`config.mk`:
```
export PLATFORM = sky130hd
export DESIGN_NAME = std_sdiv_pipe
export DESIGN_NICKNAME = d
export VERILOG_FILES = /design/src/rtl/std_sdiv_pipe.sv
export SDC_FILE = /design/constraint.sdc
export NUM_CORES = 1
export LEC_CHECK = 0
export CAP_MARGIN = 5
export CELL_PAD_IN_SITES_DETAIL_PLACEMENT = 1
export CELL_PAD_IN_SITES_GLOBAL_PLACEMENT = 1
export CORE_ASPECT_RATIO = 0.5
export CORE_UTILIZATION = 44
export CTS_CLUSTER_SIZE = 14
export DETAILED_ROUTE_END_ITERATION = 12
export PLACE_DENSITY_LB_ADDON = 0.1
export SETUP_SLACK_MARGIN = 0.1
export SYNTH_ARGS = -nofsm -noshare
export SYNTH_HDL_FRONTEND = slang
export SYNTH_SLANG_ARGS = --single-unit
```
`constraint.sdc`:
```
create_clock -name clk -period 3 [get_ports clk]
set_input_delay 0.45 -clock clk [delete_from_list [all_inputs] [get_ports clk]]
set_output_delay 0.45 -clock clk [all_outputs]
set_load 0.005 [all_outputs]
```
`src/rtl/std_sdiv_pipe.sv`:
```
`default_nettype none
// ============================================================================
//  Module   : std_sdiv_pipe
//  Purpose  : Multi-cycle signed divider (restoring, one bit per cycle) with
//             go/done handshake; quotient truncates toward zero, remainder
//             takes the sign of the dividend.
//  Revision : 1.0  initial release
// ============================================================================
module std_sdiv_pipe #(
   parameter int width = 32
) (
   input  logic             clk,
   input  logic             reset,
   input  logic             go,
   input  logic [width-1:0] left,
   input  logic [width-1:0] right,
   output logic [width-1:0] out_quotient,
   output logic [width-1:0] out_remainder,
   output logic             done
);

   localparam int CNT_W = $clog2(width + 1);

   typedef enum logic [1:0] {
      S_IDLE = 2'd0,
      S_CALC = 2'd1,
      S_FIX  = 2'd2,
      S_DONE = 2'd3
   } state_t;

   state_t r_state;
   state_t w_state_nxt;

   logic [width:0]     r_dvd;
   logic [width:0]     r_dvs;
   logic [width-1:0]   r_rem;
   logic [width-1:0]   r_left;
   logic               r_sign_q;
   logic               r_sign_r;
   logic               r_div0;
   logic [CNT_W-1:0]   r_cnt;
   logic [width-1:0]   r_quot_out;
   logic [width-1:0]   r_rem_out;

   logic [width:0]     w_abs_left;
   logic [width:0]     w_abs_right;
   logic [width:0]     w_shift;
   logic [width:0]     w_diff;
   logic               w_fit;
   logic [width-1:0]   w_q_fix;
   logic [width-1:0]   w_r_fix;
   logic               w_unused_bits;

   // Magnitudes carry one extra bit so that |-2^(width-1)| is representable.
   assign w_abs_left  = left[width-1]
                      ? ({(width+1){1'b0}} - {left[width-1], left})
                      : {1'b0, left};
   assign w_abs_right = right[width-1]
                      ? ({(width+1){1'b0}} - {right[width-1], right})
                      : {1'b0, right};

   // The partial remainder is always below |right| <= 2^(width-1), so width
   // bits hold it; the dividend shifts out MSB first as quotient bits shift in.
   assign w_shift = {r_rem, r_dvd[width-1]};
   assign w_fit   = (w_shift >= r_dvs);
   assign w_diff  = w_shift - r_dvs;

   assign w_q_fix = r_div0   ? {width{1'b0}}
                  : r_sign_q ? ({width{1'b0}} - r_dvd[width-1:0])
                  :            r_dvd[width-1:0];
   assign w_r_fix = r_div0   ? r_left
                  : r_sign_r ? ({width{1'b0}} - r_rem)
                  :            r_rem;

   assign w_unused_bits = ^{r_dvd[width], w_diff[width]};

   always_comb begin
      w_state_nxt = r_state;
      case (r_state)
         S_IDLE: if (go) w_state_nxt = S_CALC;
         S_CALC: begin
            if (!go)                       w_state_nxt = S_IDLE;
            else if (r_cnt == CNT_W'(1))   w_state_nxt = S_FIX;
         end
         S_FIX:  w_state_nxt = go ? S_DONE : S_IDLE;
         S_DONE: w_state_nxt = S_IDLE;
         default: w_state_nxt = S_IDLE;
      endcase
   end

   always_ff @(posedge clk or negedge reset) begin
      if (!reset) r_state <= S_IDLE;
      else        r_state <= w_state_nxt;
   end

   always_ff @(posedge clk or negedge reset) begin
      if (!reset) begin
         r_dvd      <= '0;
         r_dvs      <= '0;
         r_rem      <= '0;
         r_left     <= '0;
         r_sign_q   <= 1'b0;
         r_sign_r   <= 1'b0;
         r_div0     <= 1'b0;
         r_cnt      <= '0;
         r_quot_out <= '0;
         r_rem_out  <= '0;
      end else begin
         case (r_state)
            S_IDLE: begin
               if (go) begin
                  r_dvd    <= w_abs_left;
                  r_dvs    <= w_abs_right;
                  r_rem    <= '0;
                  r_left   <= left;
                  r_sign_q <= left[width-1] ^ right[width-1];
                  r_sign_r <= left[width-1];
                  r_div0   <= (right == {width{1'b0}});
                  r_cnt    <= CNT_W'(width);
               end
            end
            S_CALC: begin
               if (go) begin
                  r_rem <= w_fit ? w_diff[width-1:0] : w_shift[width-1:0];
                  r_dvd <= {r_dvd[width-1:0], w_fit};
                  r_cnt <= r_cnt - CNT_W'(1);
               end
            end
            S_FIX: begin
               if (go) begin
                  r_quot_out <= w_q_fix;
                  r_rem_out  <= w_r_fix;
               end
            end
            default: ;
         endcase
      end
   end

   assign out_quotient  = r_quot_out;
   assign out_remainder = r_rem_out;
   assign done          = (r_state == S_DONE);

endmodule
`default_nettype wire
```
==> reports/metrics.csv <==
metric,value,unit
status,"complete, no violations",
timing.rr.start,r_rem[10],
worst_pin_slew,1.13,ns
via_per_inst,5.68,
crit_type,reg -> reg,
synth_area,0.0130,mm^2
min_from,r_dvs[17],
synth_nets,1680,
clock-sinks,203,
die-area,0.0303,mm^2
critPathCaptureType,flop,
hold_end,r_dvs[17],
setup_viol,0,
core_area,0.0290,mm^2
ios,132,
clock_latency,0.53,ns
drtIter0Drc,806,
ys_ff_latch,203,
vias,12282,
required,3.38,ns
synth_cells,1573,
synthXorXnorAreaFrac,9.44,%
synth-simple-area-share,19.7,%
area_delta_synth_final,25.1,%
yosysSeqAreaShare,39.1,%
synth_top_family_by_area,compound AO/OA/AOI/OAI gates,
die_h,124,um
hp-class,reg -> reg,
grt_pass1_vias,12368,
grtUsageTotal,27.7,%
grt_pass1_wl,66600,um
placementRows,44,
totalWireLength,41900,um
fin_nets,1865,
whs,0.476,ns
ys_async_sr_fraction,100,%
tritoncts,done,
yosys-top-cells-area,"dfrtp_1 39%, nand2_1 9.8%, o21ai_0 6.5%",
antenna_found_initial,0,
slew_headroom,24.7,%
avgSynthCellArea,8.26,um^2
yosysUniqueCellTypes,73,
hold_viol,0,
rsz0062_at_grt,true,
layout_min_cycle_time,2.93,ns
cts_made_buffers,22,
synth_commonest_cells,"338 x nand2_1, 203 x dfrtp_1, 168 x o21ai_0",
r2r_setup_slack,0.07,ns
yosys_warnings,0,
die_x,245,um
clk_pin_slew,0.06,ns
min_period_over_period,97.5,%
grt_max_degree,82,
critPathLaunchType,flop,
ir_drop,0.410,mV
drive_gt1_share,11.7,%
ant_nets,0,
yosys.area.top_type_share,39.1,%
numPortBuffers,131,
place_congestion,0.907,
p_leak,7.23,nW
wire_per_inst,19.4,um
root_buffer,clkbuf_16,
crit_arrival,3.31,ns
clockBufferDepth,3,
synth_edf_count,0,
powerDensity,677,mW/mm^2
diodes,0,
r2r_cells,9,
grt-ovfl-total,0,
synth_most_common_cell,nand2_1,
fin_tns_setup,0,ns
max-cap-violations,0,
crit_fanout,5,
drt_pre_antenna_iters,5,
synth_top_cell_by_area,dfrtp_1,
slew_violations,0,
synthMuxAreaShare,1.79,%
start_util,44.8,%
ys.flop_type,dfrtp_1,
reg2reg_to,out_remainder[31],
synth_fa_ha_area_share,3.91,%
htreeDepth,1,
dp_hpwl,31500,um
fmax,342,MHz
fin_worst_skew,0.0135,ns
hold_depth,2,
drc,0,
synth-compound-area-share,21.7,%
flip-flops by register name, summed over array words and instances, names as in the netlist, 2 cells and up:
signal / cells
r_left: 32
r_dvd: 32
r_rem: 32
r_cnt: 6
r_dvs: 33
out_quotient: 32
out_remainder: 32
r_state: 2
critical path: stages, from the launching register on:
cell and delay (ns):
dfrtp_1 0.41, buf_4 0.18, or3_4 0.38, or3_4 0.34
or3_4 0.41, or2_4 0.29, nor3_2 0.15, mux2_4 0.32
o22ai_1 0.19, o21ai_1 0.10
kinds of logic after synthesis:
group           count (synthesis)
fa+ha+maj                      40
flops                         203
simple gates                  573
compound gates                445
buf+inv                       149
mux                            23
xor+xnor                      140
layout by cell type, fill, tap and decap left out, types with 4 or more instances in the layout:
cell type        synthesis  final
o21ai_1                 23     22
and3_1                   8      8
or3_4                    2      4
inv_1                   58     58
a211oi_1                10      8
dfrtp_1                203    199
clkbuf_8                 0      5
a21o_1                  17     17
nand2b_1                12     11
or4_1                   11     11
o31a_1                   4      4
nand3_1                 19     18
a221o_1                 12     12
buf_4                    0    116
a31oi_1                  4      4
a21oi_1                 75     72
nor3_1                  29     28
nor2b_1                  8      8
xor2_1                  91     90
nor4_1                  11     10
nand2_1                338    337
xnor2_1                 49     49
nor2_1                  81     80
o31ai_1                 38     38
mux2i_1                 21     21
clkdlybuf4s50_1          0    130
ha_1                    39     38
o211ai_1                34     34
nand4_1                  6      6
o22ai_1                  9      9
o21ai_0                168    167
clkbuf_16                0     22
or3_1                   21     19
or2_2                    5      6
buf_12                   0      4
o21bai_1                 5      5
o41ai_1                 12     12
clkbuf_1                77      8
dfrtp_2                  0      4
where the power goes:
| part | switching, W | internal [W] | total (W) |
|---|---|---|---|
| registers | 0.000537 | 0.00323 | 0.00377 |
| clock network | 0.00117 | 0.00155 | 0.00271 |
| logic | 0.00250 | 0.00203 | 0.00452 |
what timing repair did:
item,in CTS,in global routing
setup buffers,0,6
gates resized for setup,2,24
pin swaps,0,8
endpoints found under the hold margin,8,0
endpoints found under the setup margin,30,38
hold buffers,1,0
worst max path at each step:
| stage | start | to | slack (ns) | cells after the start |
|---|---|---|---|---|
| 5_1_grt | r_rem[10] | out_remainder[31] | 0.02 | 9 |
| 3_5_place_dp | left[4] | r_dvd[31] | -0.32 | 9 |
| 2_1_floorplan | r_rem[15] | r_rem[22] | 0.27 | 11 |
| 3_3_place_gp | left[4] | r_dvd[31] | -0.33 | 9 |
| 4_1_cts | r_rem[15] | r_rem[1] | 0.10 | 10 |
| 6_report | r_rem[10] | out_remainder[31] | 0.07 | 9 |
routing by layer:
metal  vias to the layer above  track usage (%)  wire [um]
li1                       5879                -          -
met1                      6125             39.7      20400
met2                       233             45.6      19300
met3                        45             3.58       1720
met4                         0             4.53        503
met5                         -                0          0
cell type report:
type                       count  area, um^2
tap                          391         489
clock buffer                  34         636
clock inverter                 5        61.3
sequential                   203        5080
fill                        3429       12800
multi-input combinational   1221        7480
timing repair buffer         252        2280
inverter                      58         218
stage by stage:
step / total power (W) / setup WS, ns / util, % / cell area (um^2) / std cells
3_5_place_dp: 0.00810 / -0.317 / 53.0 / 15400 / 2118
6_report: 0.0110 / 0.0738 / 56.0 / 16200 / 2164
4_1_cts: 0.0109 / 0.102 / 55.5 / 16100 / 2158
2_1_floorplan: 0.00639 / 0.269 / - / 13000 / 1573
5_1_grt: 0.0117 / 0.0247 / 56.0 / 16200 / 2164
3_3_place_gp: 0.00787 / -0.335 / 53.0 / 15400 / 2118
Note: power is estimated with default switching activity, not from simulation.
